File: src/rtl/core_pkg.sv
// Shared definitions for the RV32 fetch stage.
//   NOP_INSTR     : bubble instruction (addi x0,x0,0)
//   RESET_PC      : default PC after reset
//   fetch_state_t : fetch FSM states
//   pc_sel_t      : next-PC selector used by fetch_pc_reg
package core_pkg;
  localparam logic [31:0] NOP_INSTR = 32'h0000_0013;
  localparam logic [31:0] RESET_PC  = 32'h0000_0000;

  typedef enum logic [1:0] {REQ, WAIT, DROP, PRESENT} fetch_state_t;
  typedef enum logic [1:0] {PC_HOLD, PC_INC, PC_TGT} pc_sel_t;

  // PCs are word addresses; the two low bits are forced to zero.
  function automatic logic [31:0] word_align(input logic [31:0] a);
    return {a[31:2], 2'b00};
  endfunction
endpackage

File: src/rtl/if_fetch_unit_if.sv
// Instruction-memory request/response bus.
//   req/addr : fetch -> memory, request valid and word address
//   gnt      : memory accepts the request this cycle
//   rvalid   : read data valid, rdata carries the instruction word
// master = fetch unit, slave = instruction memory.
interface if_fetch_unit_if;
  logic        req;
  logic [31:0] addr;
  logic        gnt;
  logic        rvalid;
  logic [31:0] rdata;

  modport master (output req, addr, input gnt, rvalid, rdata);
  modport slave  (input req, addr, output gnt, rvalid, rdata);
endinterface

File: src/rtl/fetch_pc_reg.sv
// PC register with next-PC mux (hold / +4 / redirect target).
//   clk, rst_n : clock, async active-low reset
//   sel        : next-PC selection
//   target     : redirect target (low bits ignored)
//   pc_q       : current PC, always word aligned
//   pc_plus4   : pc_q + 4, wraps modulo 2^32
import core_pkg::*;

module fetch_pc_reg #(
  parameter logic [31:0] RESET_PC = core_pkg::RESET_PC
) (
  input  logic        clk,
  input  logic        rst_n,
  input  pc_sel_t     sel,
  input  logic [31:0] target,
  output logic [31:0] pc_q,
  output logic [31:0] pc_plus4
);
  logic [31:0] pc_d;

  assign pc_plus4 = pc_q + 32'd4;

  always_comb begin
    pc_d = pc_q;
    case (sel)
      PC_INC:  pc_d = pc_plus4;
      PC_TGT:  pc_d = word_align(target);
      default: pc_d = pc_q;
    endcase
  end

  always_ff @(posedge clk or negedge rst_n) begin
    if (!rst_n) pc_q <= word_align(RESET_PC);
    else        pc_q <= pc_d;
  end
endmodule

File: src/rtl/if_fetch_unit.sv
// Fetch-side producer of the IF/ID interface.
// Issues one instruction-memory request at a time, buffers the returned
// word and presents it with its PC until decode takes it. Redirects from
// execute drop whatever is in flight; a response already in flight when a
// redirect hits is waited out in DROP and discarded.
//   clk, rst_n        : clock, async active-low reset
//   StallF            : hold the presented instruction and PC
//   PCSrcE/PCTargetE  : redirect from execute
//   imem              : request/response bus (master side)
//   InstrFetched      : instruction to IF/ID (NOP when not valid)
//   PCF, PCPlus4F     : PC of the presented instruction / request, and +4
//   FetchValidF       : InstrFetched is real
//   FetchBusyF        : stall request to the hazard unit
import core_pkg::*;

module if_fetch_unit #(
  parameter logic [31:0] RESET_PC  = core_pkg::RESET_PC,
  parameter logic [31:0] NOP_INSTR = core_pkg::NOP_INSTR
) (
  input  logic                    clk,
  input  logic                    rst_n,
  input  logic                    StallF,
  input  logic                    PCSrcE,
  input  logic [31:0]             PCTargetE,
  if_fetch_unit_if.master         imem,
  output logic [31:0]             InstrFetched,
  output logic [31:0]             PCF,
  output logic [31:0]             PCPlus4F,
  output logic                    FetchValidF,
  output logic                    FetchBusyF
);
  fetch_state_t state_q, state_d;
  logic [31:0]  instr_q, instr_d;
  pc_sel_t      pc_sel;
  logic         req_raw;

  fetch_pc_reg #(.RESET_PC(RESET_PC)) u_pc (
    .clk      (clk),
    .rst_n    (rst_n),
    .sel      (pc_sel),
    .target   (PCTargetE),
    .pc_q     (PCF),
    .pc_plus4 (PCPlus4F)
  );

  always_comb begin
    state_d = state_q;
    instr_d = instr_q;
    pc_sel  = PC_HOLD;
    req_raw = 1'b0;
    case (state_q)
      REQ: begin
        // A redirect suppresses the request so the stale PC is never sent.
        req_raw = !PCSrcE;
        if (PCSrcE)             pc_sel  = PC_TGT;
        else if (imem.gnt)      state_d = WAIT;
      end
      WAIT: begin
        if (PCSrcE) begin
          pc_sel  = PC_TGT;
          state_d = imem.rvalid ? REQ : DROP;
        end else if (imem.rvalid) begin
          instr_d = imem.rdata;
          state_d = PRESENT;
        end
      end
      DROP: begin
        if (PCSrcE)      pc_sel  = PC_TGT;
        if (imem.rvalid) state_d = REQ;
      end
      PRESENT: begin
        if (PCSrcE) begin
          pc_sel  = PC_TGT;
          state_d = REQ;
        end else if (!StallF) begin
          pc_sel  = PC_INC;
          state_d = REQ;
        end
      end
      default: state_d = REQ;
    endcase
  end

  always_ff @(posedge clk or negedge rst_n) begin
    if (!rst_n) begin
      state_q <= REQ;
      instr_q <= NOP_INSTR;
    end else begin
      state_q <= state_d;
      instr_q <= instr_d;
    end
  end

  // Gate with rst_n so no request escapes while reset is held.
  assign imem.req     = req_raw && rst_n;
  assign imem.addr    = PCF;
  assign FetchValidF  = (state_q == PRESENT);
  assign FetchBusyF   = !FetchValidF;
  assign InstrFetched = FetchValidF ? instr_q : NOP_INSTR;
endmodule

File: src/flat_wrapper.sv
// flat-port wrapper written by rule: the top's interface ports become plain ports
module if_fetch_unit_flat 
#(
  parameter logic [31:0] RESET_PC  = core_pkg::RESET_PC,
  parameter logic [31:0] NOP_INSTR = core_pkg::NOP_INSTR
)
  (clk, rst_n, StallF, PCSrcE, PCTargetE, InstrFetched, PCF, PCPlus4F, FetchValidF, FetchBusyF, imem_req, imem_addr, imem_gnt, imem_rvalid, imem_rdata);
  if_fetch_unit_if imem_i ();
  input  logic clk;
  input  logic rst_n;
  input  logic StallF;
  input  logic PCSrcE;
  input  logic [31:0] PCTargetE;
  output logic [31:0] InstrFetched;
  output logic [31:0] PCF;
  output logic [31:0] PCPlus4F;
  output logic FetchValidF;
  output logic FetchBusyF;
  output wire logic [$bits(imem_i.req)-1:0] imem_req;
  output wire logic [$bits(imem_i.addr)-1:0] imem_addr;
  input wire logic [$bits(imem_i.gnt)-1:0] imem_gnt;
  input wire logic [$bits(imem_i.rvalid)-1:0] imem_rvalid;
  input wire logic [$bits(imem_i.rdata)-1:0] imem_rdata;
  assign imem_req = imem_i.req;
  assign imem_addr = imem_i.addr;
  assign imem_i.gnt = imem_gnt;
  assign imem_i.rvalid = imem_rvalid;
  assign imem_i.rdata = imem_rdata;
  if_fetch_unit #(.RESET_PC(RESET_PC), .NOP_INSTR(NOP_INSTR)) u_core (.clk(clk), .rst_n(rst_n), .StallF(StallF), .PCSrcE(PCSrcE), .PCTargetE(PCTargetE), .imem(imem_i), .InstrFetched(InstrFetched), .PCF(PCF), .PCPlus4F(PCPlus4F), .FetchValidF(FetchValidF), .FetchBusyF(FetchBusyF));
endmodule
File: config.mk
export PLATFORM = sky130hd
export DESIGN_NAME = if_fetch_unit_flat
export DESIGN_NICKNAME = d
export VERILOG_FILES = /design/src/rtl/core_pkg.sv /design/src/rtl/if_fetch_unit_if.sv /design/src/rtl/fetch_pc_reg.sv /design/src/rtl/if_fetch_unit.sv /design/src/flat_wrapper.sv
export SDC_FILE = /design/constraint.sdc
export NUM_CORES = 1
export LEC_CHECK = 0
export CAP_MARGIN = 10
export CELL_PAD_IN_SITES_DETAIL_PLACEMENT = 1
export CELL_PAD_IN_SITES_GLOBAL_PLACEMENT = 2
export CORE_ASPECT_RATIO = 1.5
export CORE_UTILIZATION = 26
export DETAILED_ROUTE_END_ITERATION = 8
export PLACE_DENSITY_LB_ADDON = 0.1
export SYNTH_ARGS = -nofsm -noshare
export SYNTH_HDL_FRONTEND = slang
export SYNTH_HIERARCHICAL = 1
export SYNTH_SLANG_ARGS = --single-unit
File: constraint.sdc
create_clock -name clk -period 6.2 [get_ports clk]
set_input_delay 0.62 -clock clk [delete_from_list [all_inputs] [get_ports clk]]
set_output_delay 0.62 -clock clk [all_outputs]
set_load 0.01 [all_outputs]
==> run_results.csv <==
group,metric,value,unit
sta,skew,11.09,ps
worst_setup_path,worstSetupStartpoint,"u_core/u_pc/pc_q[2]$_DFFE_PN0P_",
grt,grt_max_degree,66,
grt,grt_overflow,0,
pwr,power_frac_clock,0.291,
worst_setup_path,worstSetupStartpointType,"flip-flop",
logic_synthesis,muxShareOfSynthArea,0.1083,
cts,ctsHtreeMaxLevel,3,
drt,viasPerCell,4.902,
logic_synthesis,synth_edf_count,0,
cts,cts_root_buf,"clkbuf_16",
finish,n_antenna_cell,0,
sta,tns,0,ps
floorplanning,coreArea,0.01676,sq mm
job,drv_cap,0,
grt,grt_pass1_vias,4290,
worst_setup_path,rr_worst_depth,9,
sta,rsz0062_at_grt,"false",
logic_synthesis,synth_adder_area_share,0.005610,
logic_synthesis,yosysWarningCount,6,
pwr,seqPwrFrac,0.356,
logic_synthesis,synthesis.area,0.004461,sq mm
pwr,p_per_area,293.1,mW/mm^2
worst_hold_path,hold_class,"in -> async",
logic_synthesis,synthArstFlopShare,1.000,
pwr,combinationalPowerShare,0.353,
cts,clockBufferDepth,2,
sta,holdWs,403.1,ps
logic_synthesis,ys_ff_latch,64,
finish,final_common_cell,"clkdlybuf4s50_1",
logic_synthesis,synth-seq-area-share,0.3599,
grt,antenna_found_initial,0,
logic_synthesis,synth_top_family_by_area,"simple AND/OR/NAND/NOR gates",
sta,setup_violations,0,
cts,clk_pin_slew,60,ps
finish,layout_common_cells,"clkdlybuf4s50_1, dfrtp_1, and3_1",
pwr,ir_drop,0.0001055,V
floorplanning,dieWidth,108.9,um
logic_synthesis,avgSynthCellArea,9.450,sq um
drt,wl_per_cell,18.04,um
worst_setup_path,crit_fanout,11,
worst_setup_path,rr_startpoint,"u_core/state_q[0]$_DFFE_PN0P_",
worst_setup_path,crit_path_end,"PCPlus4F[28]",
logic_synthesis,synth_compound_area_frac,0.1296,
pwr,p_sw,0.6020,mW
cts,numCtsBuffers,9,
sta,setup_ws,2153,ps
place,dp_cells,808,
cts,cts_tree,"built",
cts,clkLatencyLatePin,330,ps
grt,grt_use_total,0.1722,
sta,maxSlewViolCount,0,
floorplanning,dieArea,0.01769,sq mm
pwr,swShare,0.3140,
worst_setup_path,r2r_end,"u_core/u_pc/pc_q[23]$_DFFE_PN0P_",
drt,first_pass_iters,4,
finish,multi_input_area,0.002349,sq mm
cts,ctsResizeCount,0,
pwr,leakagePower,2.679,nW
logic_synthesis,ys_types,64,
floorplanning,die_h,162.4,um
finish,finalNetCount,681,
finish,syn_to_final_growth,46.62,%
sta,post-route-period-util,0.6527,
cts,cts_hold_repair.buffers,0,
logic_synthesis,synth_area_leaders,"dfrtp_1, mux2_4, buf_4",
grt,grt_pass1_wl,23650,um
logic_synthesis,synthCells,472,
sta,relSlewSlack,0.1876,
worst_setup_path,rrSetupSlack,2590,ps
worst_setup_path,end_kind,"output pin",
logic_synthesis,synth_top_area_frac,0.3422,
pwr,p_int,1.315,mW
place,place_hpwl,10540,um
finish,drive_gt1_frac,0.1189,
drt,drtIter0Drc,130,
logic_synthesis,ys.flop_type,"dfrtp_1",
drt,drc_errors,0,
logic_synthesis,yosys.area.top_type,"dfrtp_1",
place,pre_cts_slack,2301,ps
drt,wirelength,14870,um
cts,post_cts_buffers,0,
floorplanning,start_util,0.2661,
drt,postRouteAntennaNets,0,
sta,min_period,4047,ps
run_status,status,"completed",
worst_setup_path,critPathKind,"reg -> out",
finish,seqCellArea,0.001605,sq mm
finish,final_cell_count_no_fill,824,
worst_setup_path,cp.arrival,3430,ps
floorplanning,ioPinCount,201,
sta,hold_violations,0,
logic_synthesis,synth-xor-area-share,0.05694,
worst_setup_path,cp.required,5580,ps
place,gp_congestion,0.7189,
drt,vias,4039,
floorplanning,rows,58,
finish,nFillCells,1903,
cts,clkSinkCount,64,
place,port_buffers,192,
sta,fmax,247.1,MHz
sta,worst_slew_pin_slew,1209,ps
logic_synthesis,synthSimpleGateAreaFrac,0.2222,
==> flip-flops by register name, summed over array words and instances (netlist names) <==
register and flops:
u_core/instr_q 32, u_core/state_q 2, u_core/u_pc/pc_q 30
==> through the flow <==
step / utilization / cell area [sq um] / power, mW
final: 0.3901 / 6540 / 1.917
after floorplan: - / 4472 / 1.050
after global routing: 0.3901 / 6540 / 2.037
after global placement: 0.3710 / 6218 / 1.357
after detailed placement: 0.3710 / 6218 / 1.375
after CTS: 0.3901 / 6540 / 1.952
==> cell usage after synthesis (all sizes together) (10+ instances only) <==
cell    instances
nand2          35
clkbuf         27
inv            14
a22oi          10
mux2           32
dfrtp          61
a21oi          17
nand3          14
nand4          10
buf            46
xnor2          22
and3           37
nor3           15
nor2           27
o21ai          20
==> per-layer routing <==
metal | vias to the layer above | share of wire | track usage
li1 | 1922 | - | -
met1 | 1984 | 0.41 | 0.2058
met2 | 123 | 0.53 | 0.3056
met3 | 10 | 0.054 | 0.03481
met4 | 0 | 0.012 | 0.04914
met5 | - | 0 | 0
==> worst min path at each step <==
stage | to | slack [ps]
finish | u_core/instr_q[6]$_DFFE_PN0P_ | 400
global route | u_core/instr_q[6]$_DFFE_PN0P_ | 480
CTS | u_core/instr_q[6]$_DFFE_PN0P_ | 450
detailed placement | u_core/instr_q[20]$_DFFE_PN0P_ | 490
global placement | u_core/instr_q[8]$_DFFE_PN0P_ | 480
floorplan | u_core/instr_q[10]$_DFFE_PN0P_ | 320
==> worst max-delay path, cell delays in order (launching register included) <==
cell             delay (ps)
dfrtp_1                 460
ha_1                    280
nand3_1                 290
nor4_2                  990
nand3_1                 280
xnor2_1                 230
clkdlybuf4s50_1         560
==> area by class of cell <==
| type | count | share of cell area |
|---|---|---|
| Multi-Input combinational cell | 324 | 0.3591 |
| Timing Repair Buffer | 196 | 0.2981 |
| Sequential cell | 64 | 0.2455 |
| Tap cell | 210 | 0.04018 |
| Clock buffer | 10 | 0.03501 |
| Clock inverter | 6 | 0.01416 |
| Inverter | 14 | 0.008035 |
==> kinds of logic (layout without fill, tap and decap cells) <==
family,count (synthesis),in the layout
AND/OR/NAND/NOR,171,171
AO/OA/AOI/OAI,85,85
flip-flops,64,64
adder cells (fa/ha/maj),2,2
XOR/XNOR,29,29
buffers and inverters,87,226
other,1,4
multiplexers,33,33
==> power groups by stage <==
stage          sequential [mW]  clock (mW)  combinational [mW]
3_3_place_gp             0.681           0               0.676
2_1_floorplan            0.642           0               0.408
6_report                 0.682       0.558               0.677
4_1_cts                  0.686       0.578               0.688
5_1_grt                  0.709       0.597               0.732
3_5_place_dp             0.693           0               0.682
(Power assumes the default switching activity.)
